### config.mk
export PLATFORM = sky130hd
export DESIGN_NAME = alu_arbiter_flat
export DESIGN_NICKNAME = d
export VERILOG_FILES = /design/src/rtl/alu_arbiter_pkg.sv /design/src/rtl/alu_arbiter_if.sv /design/src/rtl/alu_result_norm.sv /design/src/rtl/alu_arbiter.sv /design/src/flat_wrapper.sv
export SDC_FILE = /design/constraint.sdc
export NUM_CORES = 1
export LEC_CHECK = 0
export ABC_AREA = 1
export CAP_MARGIN = 20
export CORE_UTILIZATION = 28
export CTS_CLUSTER_SIZE = 8
export DETAILED_ROUTE_END_ITERATION = 10
export PLACE_DENSITY = 0.7
export SETUP_SLACK_MARGIN = 0.05
export SKIP_CTS_REPAIR_TIMING = 1
export SLEW_MARGIN = 0
export SYNTH_ARGS = -nofsm -noshare
export SYNTH_HDL_FRONTEND = slang
export SYNTH_SLANG_ARGS = --single-unit
export TNS_END_PERCENT = 1
### constraint.sdc
create_clock -name clk -period 1.7 [get_ports clk]
set_clock_uncertainty 0.15 [all_clocks]
set_input_delay 0.34 -clock clk [delete_from_list [all_inputs] [get_ports clk]]
set_output_delay 0.34 -clock clk [all_outputs]
set_load 0.03 [all_outputs]
### src/rtl/alu_arbiter_pkg.sv
// Shared types for the two-requester ALU arbiter.
// Opcodes, FSM states and result-class decode.
package alu_arbiter_pkg;

  localparam logic [3:0] OP_OR_RED  = 4'b0000;
  localparam logic [3:0] OP_AND_RED = 4'b0001;
  localparam logic [3:0] OP_XOR_RED = 4'b0010;
  localparam logic [3:0] OP_AND     = 4'b0011;
  localparam logic [3:0] OP_OR      = 4'b0100;
  localparam logic [3:0] OP_XOR     = 4'b0101;
  localparam logic [3:0] OP_GT      = 4'b0110;
  localparam logic [3:0] OP_LT      = 4'b0111;
  localparam logic [3:0] OP_EQ      = 4'b1000;
  localparam logic [3:0] OP_NE      = 4'b1001;
  localparam logic [3:0] OP_ADD     = 4'b1010;
  localparam logic [3:0] OP_SUB     = 4'b1011;
  localparam logic [3:0] OP_MUL     = 4'b1100;
  localparam logic [3:0] OP_SHL     = 4'b1101;
  localparam logic [3:0] OP_SHR     = 4'b1110;
  localparam logic [3:0] OP_NOT_B   = 4'b1111;

  typedef enum logic [1:0] {
    IDLE = 2'd0,
    EXEC = 2'd1,
    RESP = 2'd2
  } state_t;

  typedef enum logic [1:0] {
    RC_BIT,
    RC_X_ONLY,
    RC_X_CARRY,
    RC_XY
  } res_class_t;

  function automatic res_class_t res_class(
    input logic [3:0] op
  );
    case (op)
      OP_OR_RED, OP_AND_RED, OP_XOR_RED,
      OP_GT, OP_LT, OP_EQ, OP_NE:
        res_class = RC_BIT;
      OP_ADD:
        res_class = RC_X_CARRY;
      OP_MUL, OP_SHL, OP_SHR:
        res_class = RC_XY;
      default:
        res_class = RC_X_ONLY;
    endcase
  endfunction

endpackage

### src/rtl/alu_arbiter_if.sv
// Request/response/ALU bundle for alu_arbiter.
// master = requesters + ALU side, slave = arbiter.
interface alu_arbiter_if;

  logic       req0_valid, req0_ready;
  logic [3:0] req0_opcode, req0_a, req0_b;
  logic       req1_valid, req1_ready;
  logic [3:0] req1_opcode, req1_a, req1_b;

  logic       rsp0_valid, rsp0_ready;
  logic [3:0] rsp0_x, rsp0_y;
  logic       rsp1_valid, rsp1_ready;
  logic [3:0] rsp1_x, rsp1_y;

  logic [3:0] alu_opcode, alu_a, alu_b;
  logic [3:0] alu_x, alu_y;
  logic       busy;

  modport master (
    output req0_valid, req0_opcode, req0_a, req0_b,
    output req1_valid, req1_opcode, req1_a, req1_b,
    input  req0_ready, req1_ready,
    input  rsp0_valid, rsp0_x, rsp0_y,
    input  rsp1_valid, rsp1_x, rsp1_y,
    output rsp0_ready, rsp1_ready,
    input  alu_opcode, alu_a, alu_b,
    output alu_x, alu_y,
    input  busy
  );

  modport slave (
    input  req0_valid, req0_opcode, req0_a, req0_b,
    input  req1_valid, req1_opcode, req1_a, req1_b,
    output req0_ready, req1_ready,
    output rsp0_valid, rsp0_x, rsp0_y,
    output rsp1_valid, rsp1_x, rsp1_y,
    input  rsp0_ready, rsp1_ready,
    output alu_opcode, alu_a, alu_b,
    input  alu_x, alu_y,
    output busy
  );

endinterface

### src/rtl/alu_result_norm.sv
// Masks stale ALU result bits according to opcode class.
// Purely combinational.
module alu_result_norm
  import alu_arbiter_pkg::*;
(
  input  logic [3:0] opcode,
  input  logic [3:0] alu_x,
  input  logic [3:0] alu_y,
  output logic [3:0] norm_x,
  output logic [3:0] norm_y
);

  res_class_t cls;

  always_comb begin
    cls    = res_class(opcode);
    norm_x = alu_x;
    norm_y = '0;
    unique case (1'b1)
      cls == RC_BIT:
        norm_x = {3'b0, alu_x[0]};
      cls == RC_X_ONLY:
        norm_x = alu_x;
      cls == RC_X_CARRY:
        norm_y = {3'b0, alu_y[0]};
      cls == RC_XY:
        norm_y = alu_y;
    endcase
  end

endmodule

### src/rtl/alu_arbiter.sv
// Shares one 4-bit ALU between two requesters.
// IDLE grants, EXEC holds operands, RESP waits for the taker.
module alu_arbiter
  import alu_arbiter_pkg::*;
#(
  parameter bit RR_EN = 1'b1
) (
  input  logic          clk,
  input  logic          rst_n,
  alu_arbiter_if.slave  bus
);

  state_t     state, state_nxt;
  logic       rr, owner, win;
  logic       accept, rsp_hs;
  logic [3:0] norm_x, norm_y;
  logic [3:0] op_q, a_q, b_q;
  logic [3:0] x0_q, y0_q, x1_q, y1_q;

  alu_result_norm u_norm (
    .opcode (op_q),
    .alu_x  (bus.alu_x),
    .alu_y  (bus.alu_y),
    .norm_x (norm_x),
    .norm_y (norm_y)
  );

  always_comb begin
    win = 1'b0;
    if (bus.req0_valid && bus.req1_valid)
      win = RR_EN ? rr : 1'b0;
    else if (bus.req1_valid)
      win = 1'b1;
  end

  assign accept = (state == IDLE) &&
                  (bus.req0_valid || bus.req1_valid);
  assign rsp_hs = (state == RESP) &&
                  (owner ? bus.rsp1_ready : bus.rsp0_ready);

  always_comb begin
    state_nxt = state;
    unique case (state)
      IDLE:    if (accept) state_nxt = EXEC;
      EXEC:    state_nxt = RESP;
      RESP:    if (rsp_hs) state_nxt = IDLE;
      default: state_nxt = IDLE;
    endcase
  end

  always_ff @(posedge clk or negedge rst_n) begin
    if (!rst_n) state <= IDLE;
    else        state <= state_nxt;
  end

  always_ff @(posedge clk or negedge rst_n) begin
    if (!rst_n) begin
      rr    <= 1'b0;
      owner <= 1'b0;
      op_q  <= '0;
      a_q   <= '0;
      b_q   <= '0;
      x0_q  <= '0;
      y0_q  <= '0;
      x1_q  <= '0;
      y1_q  <= '0;
    end else begin
      if (accept) begin
        owner <= win;
        op_q  <= win ? bus.req1_opcode : bus.req0_opcode;
        a_q   <= win ? bus.req1_a : bus.req0_a;
        b_q   <= win ? bus.req1_b : bus.req0_b;
      end
      if (state == EXEC) begin
        if (owner) begin
          x1_q <= norm_x;
          y1_q <= norm_y;
        end else begin
          x0_q <= norm_x;
          y0_q <= norm_y;
        end
      end
      // Hand priority to the requester that was not just served
      if (rsp_hs && RR_EN)
        rr <= ~owner;
    end
  end

  assign bus.req0_ready = accept && !win;
  assign bus.req1_ready = accept && win;
  assign bus.rsp0_valid = (state == RESP) && !owner;
  assign bus.rsp1_valid = (state == RESP) && owner;
  assign bus.rsp0_x     = x0_q;
  assign bus.rsp0_y     = y0_q;
  assign bus.rsp1_x     = x1_q;
  assign bus.rsp1_y     = y1_q;
  assign bus.alu_opcode = op_q;
  assign bus.alu_a      = a_q;
  assign bus.alu_b      = b_q;
  assign bus.busy       = (state != IDLE);

endmodule
### src/flat_wrapper.sv
// flat-port wrapper written by rule: the top's interface ports become plain ports
module alu_arbiter_flat import alu_arbiter_pkg::*;
#(
  parameter bit RR_EN = 1'b1
)
  (clk, rst_n, bus_req0_valid, bus_req0_opcode, bus_req0_a, bus_req0_b, bus_req1_valid, bus_req1_opcode, bus_req1_a, bus_req1_b, bus_req0_ready, bus_req1_ready, bus_rsp0_valid, bus_rsp0_x, bus_rsp0_y, bus_rsp1_valid, bus_rsp1_x, bus_rsp1_y, bus_rsp0_ready, bus_rsp1_ready, bus_alu_opcode, bus_alu_a, bus_alu_b, bus_alu_x, bus_alu_y, bus_busy);
  alu_arbiter_if bus_i ();
  input  logic clk;
  input  logic rst_n;
  input wire logic [$bits(bus_i.req0_valid)-1:0] bus_req0_valid;
  input wire logic [$bits(bus_i.req0_opcode)-1:0] bus_req0_opcode;
  input wire logic [$bits(bus_i.req0_a)-1:0] bus_req0_a;
  input wire logic [$bits(bus_i.req0_b)-1:0] bus_req0_b;
  input wire logic [$bits(bus_i.req1_valid)-1:0] bus_req1_valid;
  input wire logic [$bits(bus_i.req1_opcode)-1:0] bus_req1_opcode;
  input wire logic [$bits(bus_i.req1_a)-1:0] bus_req1_a;
  input wire logic [$bits(bus_i.req1_b)-1:0] bus_req1_b;
  output wire logic [$bits(bus_i.req0_ready)-1:0] bus_req0_ready;
  output wire logic [$bits(bus_i.req1_ready)-1:0] bus_req1_ready;
  output wire logic [$bits(bus_i.rsp0_valid)-1:0] bus_rsp0_valid;
  output wire logic [$bits(bus_i.rsp0_x)-1:0] bus_rsp0_x;
  output wire logic [$bits(bus_i.rsp0_y)-1:0] bus_rsp0_y;
  output wire logic [$bits(bus_i.rsp1_valid)-1:0] bus_rsp1_valid;
  output wire logic [$bits(bus_i.rsp1_x)-1:0] bus_rsp1_x;
  output wire logic [$bits(bus_i.rsp1_y)-1:0] bus_rsp1_y;
  input wire logic [$bits(bus_i.rsp0_ready)-1:0] bus_rsp0_ready;
  input wire logic [$bits(bus_i.rsp1_ready)-1:0] bus_rsp1_ready;
  output wire logic [$bits(bus_i.alu_opcode)-1:0] bus_alu_opcode;
  output wire logic [$bits(bus_i.alu_a)-1:0] bus_alu_a;
  output wire logic [$bits(bus_i.alu_b)-1:0] bus_alu_b;
  input wire logic [$bits(bus_i.alu_x)-1:0] bus_alu_x;
  input wire logic [$bits(bus_i.alu_y)-1:0] bus_alu_y;
  output wire logic [$bits(bus_i.busy)-1:0] bus_busy;
  assign bus_i.req0_valid = bus_req0_valid;
  assign bus_i.req0_opcode = bus_req0_opcode;
  assign bus_i.req0_a = bus_req0_a;
  assign bus_i.req0_b = bus_req0_b;
  assign bus_i.req1_valid = bus_req1_valid;
  assign bus_i.req1_opcode = bus_req1_opcode;
  assign bus_i.req1_a = bus_req1_a;
  assign bus_i.req1_b = bus_req1_b;
  assign bus_req0_ready = bus_i.req0_ready;
  assign bus_req1_ready = bus_i.req1_ready;
  assign bus_rsp0_valid = bus_i.rsp0_valid;
  assign bus_rsp0_x = bus_i.rsp0_x;
  assign bus_rsp0_y = bus_i.rsp0_y;
  assign bus_rsp1_valid = bus_i.rsp1_valid;
  assign bus_rsp1_x = bus_i.rsp1_x;
  assign bus_rsp1_y = bus_i.rsp1_y;
  assign bus_i.rsp0_ready = bus_rsp0_ready;
  assign bus_i.rsp1_ready = bus_rsp1_ready;
  assign bus_alu_opcode = bus_i.alu_opcode;
  assign bus_alu_a = bus_i.alu_a;
  assign bus_alu_b = bus_i.alu_b;
  assign bus_i.alu_x = bus_alu_x;
  assign bus_i.alu_y = bus_alu_y;
  assign bus_busy = bus_i.busy;
  alu_arbiter #(.RR_EN(RR_EN)) u_core (.clk(clk), .rst_n(rst_n), .bus(bus_i));
endmodule
* Word-level counts from Yosys, hierarchy flattened *
Memories as Yosys holds them, arrays and structs flattened.
Cells that the tools add are included.

cells by class
  add/sub/neg operators = 0
  reductions and logical operators = 16
  div/mod/pow operators = 0
  muxes and demuxes = 11
  equal/unequal tests = 6
  bitwise logic cells = 1
  multipliers = 0
  shift-type cells = 0
  $lt $le $gt $ge = 0

operators by type and width
  operator                                                                  count
  4-bit two-way mux                                                         4
  4-bit one-hot mux with 2 select lines                                     1
  1-bit logical AND                                                         7
  2-bit equality test (second input constant)                               3
  2-bit one-hot mux with 3 select lines                                     1
  2-bit AND reduction                                                       3
  2-bit logical NOT                                                         2
  2-bit two-way mux                                                         2
  2-bit by 1-bit inequality test with 1-bit output (second input constant)  2
  1-bit two-way mux                                                         3
  2-bit by 1-bit equality test with 1-bit output (second input constant)    1
  1-bit logical NOT                                                         2
  2-bit nonzero test                                                        1
  1-bit logical OR                                                          1
  1-bit NOT                                                                 1

word-level totals
  output and inout bits = 33
  memory bits (writable) = 0
  latch bits = 0
  memories = 1
  logic and storage cells = 45
  bits of input ports = 38
  bits in registers = 32
  bits in read-only memories = 32

memory list
  memory           depth  bits a word  rd ports  clocked after Yosys merged registers in  write ports  line                   RTL
  (no name shown)  16     2            1         0                                        0            alu_arbiter_pkg.sv:38  case (op)

* Longest topological paths before layout *
Gate-level depths: netlist of run 1.

  depth in word-level cells = 4
  depth in mapped cells = 7
  gate-level depth less buffers = 6

* Modules after synthesis *
A second synthesis of run 1 with hierarchy kept.

unflattened totals
  cell total of the unflattened synthesis = 217
  area total of the unflattened synthesis = 1599.0 µm²

modules (own cells, without submodules)
  module           cells each  seq. area each (µm²)  area an instance (µm²)  times used
  alu_arbiter      191         800.8                 1490.2                  1
  alu_result_norm  26          0.0                   108.9                   1

* Least setup slack after synthesis of run 1 *
No wires, ideal clock.

  path type = reg-to-output
  start = reg u_core.state[1]
  end = out bus_req0_ready
  path slack = -218 ps
  cell stages (with the launch flop) = 7
  path buffers = 1
  arrival = 1428 ps
  required time = 1210 ps
  cell sequence = dfrtp_1 > inv_1 > nand2_2 > nor2_4 > inv_2 > buf_6 > nor2_1

on the way
  cells in the longest elaborated chain, start to end = 3

RTL lines
  what                    line                RTL
  start, declared         alu_arbiter.sv:13   state_t state, state_nxt;
  start signal, assigned  alu_arbiter.sv:53   else state <= state_nxt;
  2-bit logical NOT       alu_arbiter.sv:36   assign accept = (state == IDLE) &&
  1-bit logical AND       alu_arbiter.sv:36
  1-bit logical AND       alu_arbiter.sv:89   assign bus.req0_ready = accept && !win;
  end, declared           flat_wrapper.sv:18  output wire logic [$bits(bus_i.req0_ready)-1:0] bus_req0_ready;

Every way passes these cells.

* Worst setup path after layout of run 1 *
  start = in bus_req0_valid
  end = out bus_req1_ready

on the way
  cells in the longest elaborated chain, start to end = 3
  elaborated cells on any way between the ends = 5
  those cells by class = mux: 1; reduce/logical: 4

RTL lines
  what                                                           line                                  RTL
  start, declared                                                flat_wrapper.sv:10                    input wire logic [$bits(bus_i.req0_valid)-1:0] bus_req0_valid;
  1-bit logical AND / 1-bit logical OR (equally long branches)   alu_arbiter.sv:30, alu_arbiter.sv:37
  1-bit two-way mux / 1-bit logical AND (equally long branches)  alu_arbiter.sv:30, alu_arbiter.sv:36
  1-bit logical AND (*)                                          alu_arbiter.sv:90                     assign bus.req1_ready = accept && win;
  end, declared                                                  flat_wrapper.sv:19                    output wire logic [$bits(bus_i.req1_ready)-1:0] bus_req1_ready;

Mark *: on every way between the ends. The rest lies on a longest branch, timed or not.

==> flow_metrics.py, run 1 <==
metrics = {
    "run_status": {
        "outcome": "finished with violations",
        "violations": "negative setup slack",
    },
    "logic_synthesis": {
        "synth_cells": 171,
        "syn_nets": 209,
        "yosys_most_used_dff": "dfrtp_1",
        "ys_seq_area_share_pct": 54.5,
        "synth-edff-count": 0,
        "synthesis.area_sq_um": 1470,
        "yosysUniqueCellTypes": 15,
        "avgSynthCellArea_sq_um": 8.59,
        "ys_warn_count": 0,
        "async_flop_share_pct": 100,
        "ys_ff_latch": 32,
    },
    "detailed_routing": {
        "dr.pass1.iters": 4,
        "vias": 1411,
        "routed_via_density": 4.47,
        "drc": 0,
        "drtIter0Drc": 50,
        "routed_wl_um": 3940,
        "wl_per_cell_um": 12.5,
        "detail-route-antenna-nets": 0,
    },
    "placed_design": {
        "globalplace.congestion": 0.818,
        "dp_slack_ps": -133,
        "dpl.cell_count": 308,
        "place_hpwl_um": 2920,
        "portBuffers": 70,
    },
    "worst_setup_path": {
        "reg2reg_depth": 7,
        "required_ps": 1210,
        "critPathLaunchType": "input pin",
        "crit_slowest_cell": "clkdlybuf4s50_1",
        "critPathMostFrequentCell": "nand2_1",
        "timing_worst_setup_path_type": "input pin to primary output",
        "path_cells": "clkdlybuf4s50_1, nand2_1, nand2_2, inv_2, nand2_1, inv_1, buf_4",
        "arrival_ps": 1300,
        "cp-end-kind": "primary output",
        "cp_max_fo": 3,
        "slowest_delay_ps": 480,
    },
    "clocking": {
        "cts_sinks": 32,
        "clockRootBuffer": "clkbuf_8",
        "h-tree-depth": 2,
        "clk_pin_slew_ps": 60,
        "clk_latency_ps": 280,
        "cts_max_path_buffers": 2,
        "cts_buffers": 5,
        "cts_tree": "done",
    },
    "flow_run": {
        "cap_violations": 0,
    },
    "die": {
        "coreArea_sq_um": 4880,
        "initial_core_util_pct": 30.1,
        "dieHeight_um": 74.4,
        "die_width_um": 74.4,
        "fp-row-count": 25,
        "ios": 71,
        "die-area_sq_um": 5540,
    },
    "pwr": {
        "vdd_drop_max_mv": 0.922,
        "p_leak_nw": 1.46,
        "power_density_nw_per_um2": 1840,
        "fin_total_pwr_mw": 4.48,
    },
    "timing": {
        "fmax_mhz": 559,
        "finalMaxSlewViolations": 0,
        "setup_tns_ps": -178,
        "rsz0062_at_grt": "true",
        "slew_headroom_pct": 76.8,
        "tightest_slew_ps": 347,
        "fin_crit_sh_pct": 105,
        "fin_crit_ps": 1790,
        "setup_viol_count_final": 2,
        "setup_ws_ps": -89.8,
        "final_hold_viol_count": 0,
        "whs_ps": 279,
    },
    "finish": {
        "multiInputGateArea_sq_um": 588,
        "seq_area_sq_um": 801,
        "area_delta_synth_final_pct": 65.9,
        "drive_gt1_share_pct": 14.9,
        "fillers": 494,
        "final_cells": 316,
        "layout.nets": 286,
        "antenna_cells": 0,
    },
    "global_route": {
        "grt_remaining_overflow": 0,
        "grt_max_degree": 33,
        "grt_antenna_before_repair": 0,
        "grt_use_total_pct": 15.2,
        "grt_first_pass_wirelength_um": 6310,
        "grt_pass1_vias": 1385,
    },
    "hold_path": {
        "hp-class": "input pin to asynchronous set/reset pin",
    },
}
[logic make-up (layout without fill, tap and decap cells)]
kind of cell / count (synthesis) / after routing / synth area share [%]
AND/OR/NAND/NOR: 106 / 106 / 33.6
flip-flops: 32 / 32 / 54.5
buffers and inverters: 20 / 98 / 6.98
AO/OA/AOI/OAI: 13 / 13 / 4.94
[stage by stage]
| stage | utilization, % | instance area, sq um |
|---|---|---|
| after floorplan | - | 1480 |
| after global placement | 46.4 | 2260 |
| after detailed placement | 46.4 | 2260 |
| after CTS | 48.3 | 2360 |
| after global routing | 49.9 | 2440 |
| final | 49.9 | 2440 |
[critical path: cells and delay by family]
kind	cells	cell delay, ps
buffers and inverters	4	740
and+or+nand+nor	3	220
[placed cells by master, fill, tap and decap left out, drive strengths merged]
cell type	synthesis	routed
dfrtp	32	32
clkdlybuf4s50	0	37
nor2	11	11
o21ai	13	13
nand2	52	52
buf	7	12
clkinv	0	2
clkbuf	0	6
inv	13	13
nand4	7	7
dlymetal6s2s	0	28
nand3	36	36
[registers in the layout, indices dropped and copies added, names as in the netlist]
register,count
u_core.bus.alu_a,4
u_core.bus.alu_b,4
u_core.bus.alu_opcode,4
u_core.bus.rsp0_x,4
u_core.bus.rsp0_y,4
u_core.bus.rsp1_x,4
u_core.bus.rsp1_y,4
u_core.state,2
u_core.owner,1
u_core.rr,1
[path summary, 6_finish.rpt]
check / startpoint / to / slack, ps
setup / recovery: bus_req0_valid / bus_req1_ready / -90
hold / removal: rst_n / u_core.bus.rsp1_x[0] / 280
setup reg to reg: u_core.state[0] / u_core.bus.alu_b[3] / 320
hold reg to reg: u_core.bus.rsp0_x[1] / u_core.bus.rsp0_x[1] / 320
max in group asynchronous: rst_n / u_core.bus.rsp1_y[1] / 940
min in group clk: u_core.bus.rsp0_x[1] / u_core.bus.rsp0_x[1] / 320
[per-layer routing]
| layer | vias to the layer above | wire length (um) | global-route usage (%) | part of all wire [%] |
|---|---|---|---|---|
| met5 | - | 0 | 0 | 0 |
| met4 | 0 | 24 | 5.66 | 0.61 |
| li1 | 716 | - | - | - |
| met1 | 636 | 1700 | 18.8 | 43 |
| met2 | 55 | 1900 | 23.7 | 48 |
| met3 | 4 | 324 | 6.23 | 8.2 |
[synthesized netlist by cell type, types with 2 or more instances]
library cell | n | share of area, %
o21ai_0 | 6 | 2.0
inv_1 | 9 | 2.3
buf_6 | 3 | 2.3
nand2_1 | 50 | 13
nor2_1 | 8 | 2.0
nand4_1 | 7 | 3.0
o21ai_2 | 2 | 1.2
nor2_4 | 3 | 2.3
o21ai_1 | 5 | 1.7
inv_2 | 4 | 1.0
dfrtp_1 | 32 | 55
buf_2 | 4 | 1.4
nand3_1 | 36 | 12
[report_power, final]
group          internal (mW)  switching, mW  leakage, nW
logic                  0.974           1.58        0.998
clock network          0.322          0.268       0.0510
registers               1.11          0.224        0.408
total                   2.40           2.08         1.46
[cell type report]
cell class	count	share of cell area [%]
clock buffer	6	3.39
sequential	32	32.9
clock inverter	2	0.411
inverter	13	2.00
timing repair buffer	77	33.8
tap	67	3.44
multi-input combinational	119	24.1
Note: power is estimated with default switching activity, not from simulation.
==> run 2: changes to the inputs <==
- CTS_CLUSTER_DIAMETER: unset -> 60
- PLACE_DENSITY: 0.7 -> 0.68
- RECOVER_POWER: unset -> 100
==> flow_metrics.py, run 2 (synthesis results as in run 1) <==
metrics = {
    "timing": {
        "whs_ps": 324,
        "fmax_mhz": 562,
        "tightest_slew_ps": 775,
        "fin_crit_ps": 1780,
        "fin_crit_sh_pct": 105,
        "finalMaxSlewViolations": 0,
        "final_hold_viol_count": 0,
        "setup_viol_count_final": 2,
        "setup_ws_ps": -78.0,
        "slew_headroom_pct": 48.3,
        "rsz0062_at_grt": "true",
    },
    "finish": {
        "layout.nets": 287,
        "drive_gt1_share_pct": 12.0,
        "antenna_cells": 0,
        "mostFrequentLayoutCells": "nand2_1, nand3_1, clkdlybuf4s50_1",
        "area_delta_synth_final_pct": 49.2,
        "fin_area_sq_um": 2190,
        "layout_commonest_cell": "nand2_1",
        "fin_util_pct": 44.9,
    },
    "worst_setup_path": {
        "cp_max_fo": 3,
        "slowest_delay_ps": 470,
        "crit_buf_inv": 4,
        "critPathMostFrequentCell": "nand2_1",
        "required_ps": 1210,
        "crit_slowest_cell": "clkdlybuf4s50_1",
        "cp_top_family": "buffers and inverters",
        "critPathLaunchType": "input pin",
        "arrival_ps": 1290,
        "cp-end-kind": "primary output",
        "path_cells": "clkdlybuf4s50_1, nand2_1, nand2_1, inv_2, nand2_1, inv_1, buf_4",
        "timing_worst_setup_path_type": "input pin to primary output",
    },
    "pwr": {
        "p_leak_nw": 1.02,
        "switchingPower_mw": 2.04,
        "power_density_nw_per_um2": 1960,
        "swShare_pct": 47.5,
        "p_int_mw": 2.26,
        "p_seq_share_pct": 30.7,
        "vdd_drop_max_mv": 0.913,
        "fin_total_pwr_mw": 4.30,
        "combPwrFrac_pct": 51.0,
        "clkPwrFrac_pct": 18.3,
    },
    "die": {
        "initial_core_util_pct": 30.1,
        "dieHeight_um": 74.4,
        "die_width_um": 74.4,
        "coreArea_sq_um": 4880,
        "fp-row-count": 25,
        "die-area_sq_um": 5540,
        "ios": 71,
    },
    "global_route": {
        "busiest_layer": "met2",
        "globalRouteMet3Util_pct": 4.88,
        "grt_pass1_vias": 1421,
        "grt_remaining_overflow": 0,
        "use_met1_pct": 18.3,
        "grt_use_total_pct": 15.0,
        "grt_max_degree": 33,
        "grt_first_pass_wirelength_um": 6310,
        "gr-usage-met2_pct": 24.4,
        "grt_antenna_before_repair": 0,
    },
    "run_status": {
        "violations": "negative setup slack",
        "outcome": "finished with violations",
    },
    "clocking": {
        "cts_max_path_buffers": 2,
        "cts_tree": "done",
        "cts_sinks": 32,
        "clk_latency_ps": 280,
        "cts_buffers": 5,
        "h-tree-depth": 2,
        "clk_pin_slew_ps": 60,
        "clockRootBuffer": "clkbuf_8",
    },
    "detailed_routing": {
        "routed_via_density": 4.46,
        "vias": 1414,
        "drc": 0,
        "dr.pass1.iters": 4,
        "detail-route-antenna-nets": 0,
        "drtIter0Drc": 77,
        "wl_per_cell_um": 12.3,
        "routed_wl_um": 3890,
    },
    "hold_path": {
        "hp-class": "register to register",
    },
    "placed_design": {
        "dp_slack_ps": -119,
        "placed_area_sq_um": 2270,
        "globalplace.congestion": 0.775,
        "place_hpwl_um": 2820,
        "portBuffers": 70,
    },
    "flow_run": {
        "cap_violations": 0,
    },
}
## run 2: cell count changes in the layout (fill, tap and decap cells not counted), moves of 4 or more
cell | before | now
dlymetal6s2s_1 | 28 | 0
clkbuf_1 | 0 | 28
inv_1 | 6 | 10
inv_2 | 7 | 3
## run 2: path summary, 6_finish.rpt
path	slack, ps	endpoint	start	cells past startpoint
worst max-delay path	-80	bus_req1_ready	bus_req0_valid	7
worst min-delay path	320	u_core.bus.rsp0_x[1]	u_core.bus.rsp0_x[1]	2
worst max register to register	200	u_core.bus.rsp1_y[1]	u_core.state[1]	6
worst min register to register	320	u_core.bus.rsp0_x[1]	u_core.bus.rsp0_x[1]	2
max in group asynchronous	390	u_core.bus.alu_opcode[0]	rst_n	2
min in group asynchronous	520	u_core.bus.rsp1_x[0]	rst_n	2
## run 2: worst register-to-register path: cells and delay by family (launching register included)
family	cells	cell delay (ps)
flip-flops	1	390
AND/OR/NAND/NOR	3	380
buffers and inverters	2	360
AO/OA/AOI/OAI	1	90
## run 2: metrics by stage
step	setup TNS, ps	instances
6_report	-121	317
3_3_place_gp	-185	309
2_1_floorplan	0	171
3_5_place_dp	-210	309
5_1_grt	-430	317
4_1_cts	-3370	317
## run 2: layout make-up
type / count / area [sq um]
Clock buffer: 7 / 96.3
Clock inverter: 1 / 30.0
Fill cell: 544 / 2690
Inverter: 13 / 48.8
Multi-Input combinational cell: 119 / 563
Sequential cell: 32 / 801
Tap cell: 67 / 83.8
Timing Repair Buffer: 78 / 569
## run 2: metal layers
layer,wire (um),vias up
li1,-,715
met1,1660,638
met2,1830,54
met3,331,7
met4,63,0
met5,0,-
## run 2: power groups by stage
stage	clock (mW)	combinational (mW)	sequential [mW]
finish	0.786	2.19	1.32
global route	0.846	2.42	1.37
CTS	0.815	2.63	1.33
detailed placement	0	2.63	1.33
global placement	0	2.59	1.33
floorplan	0	1.02	1.91
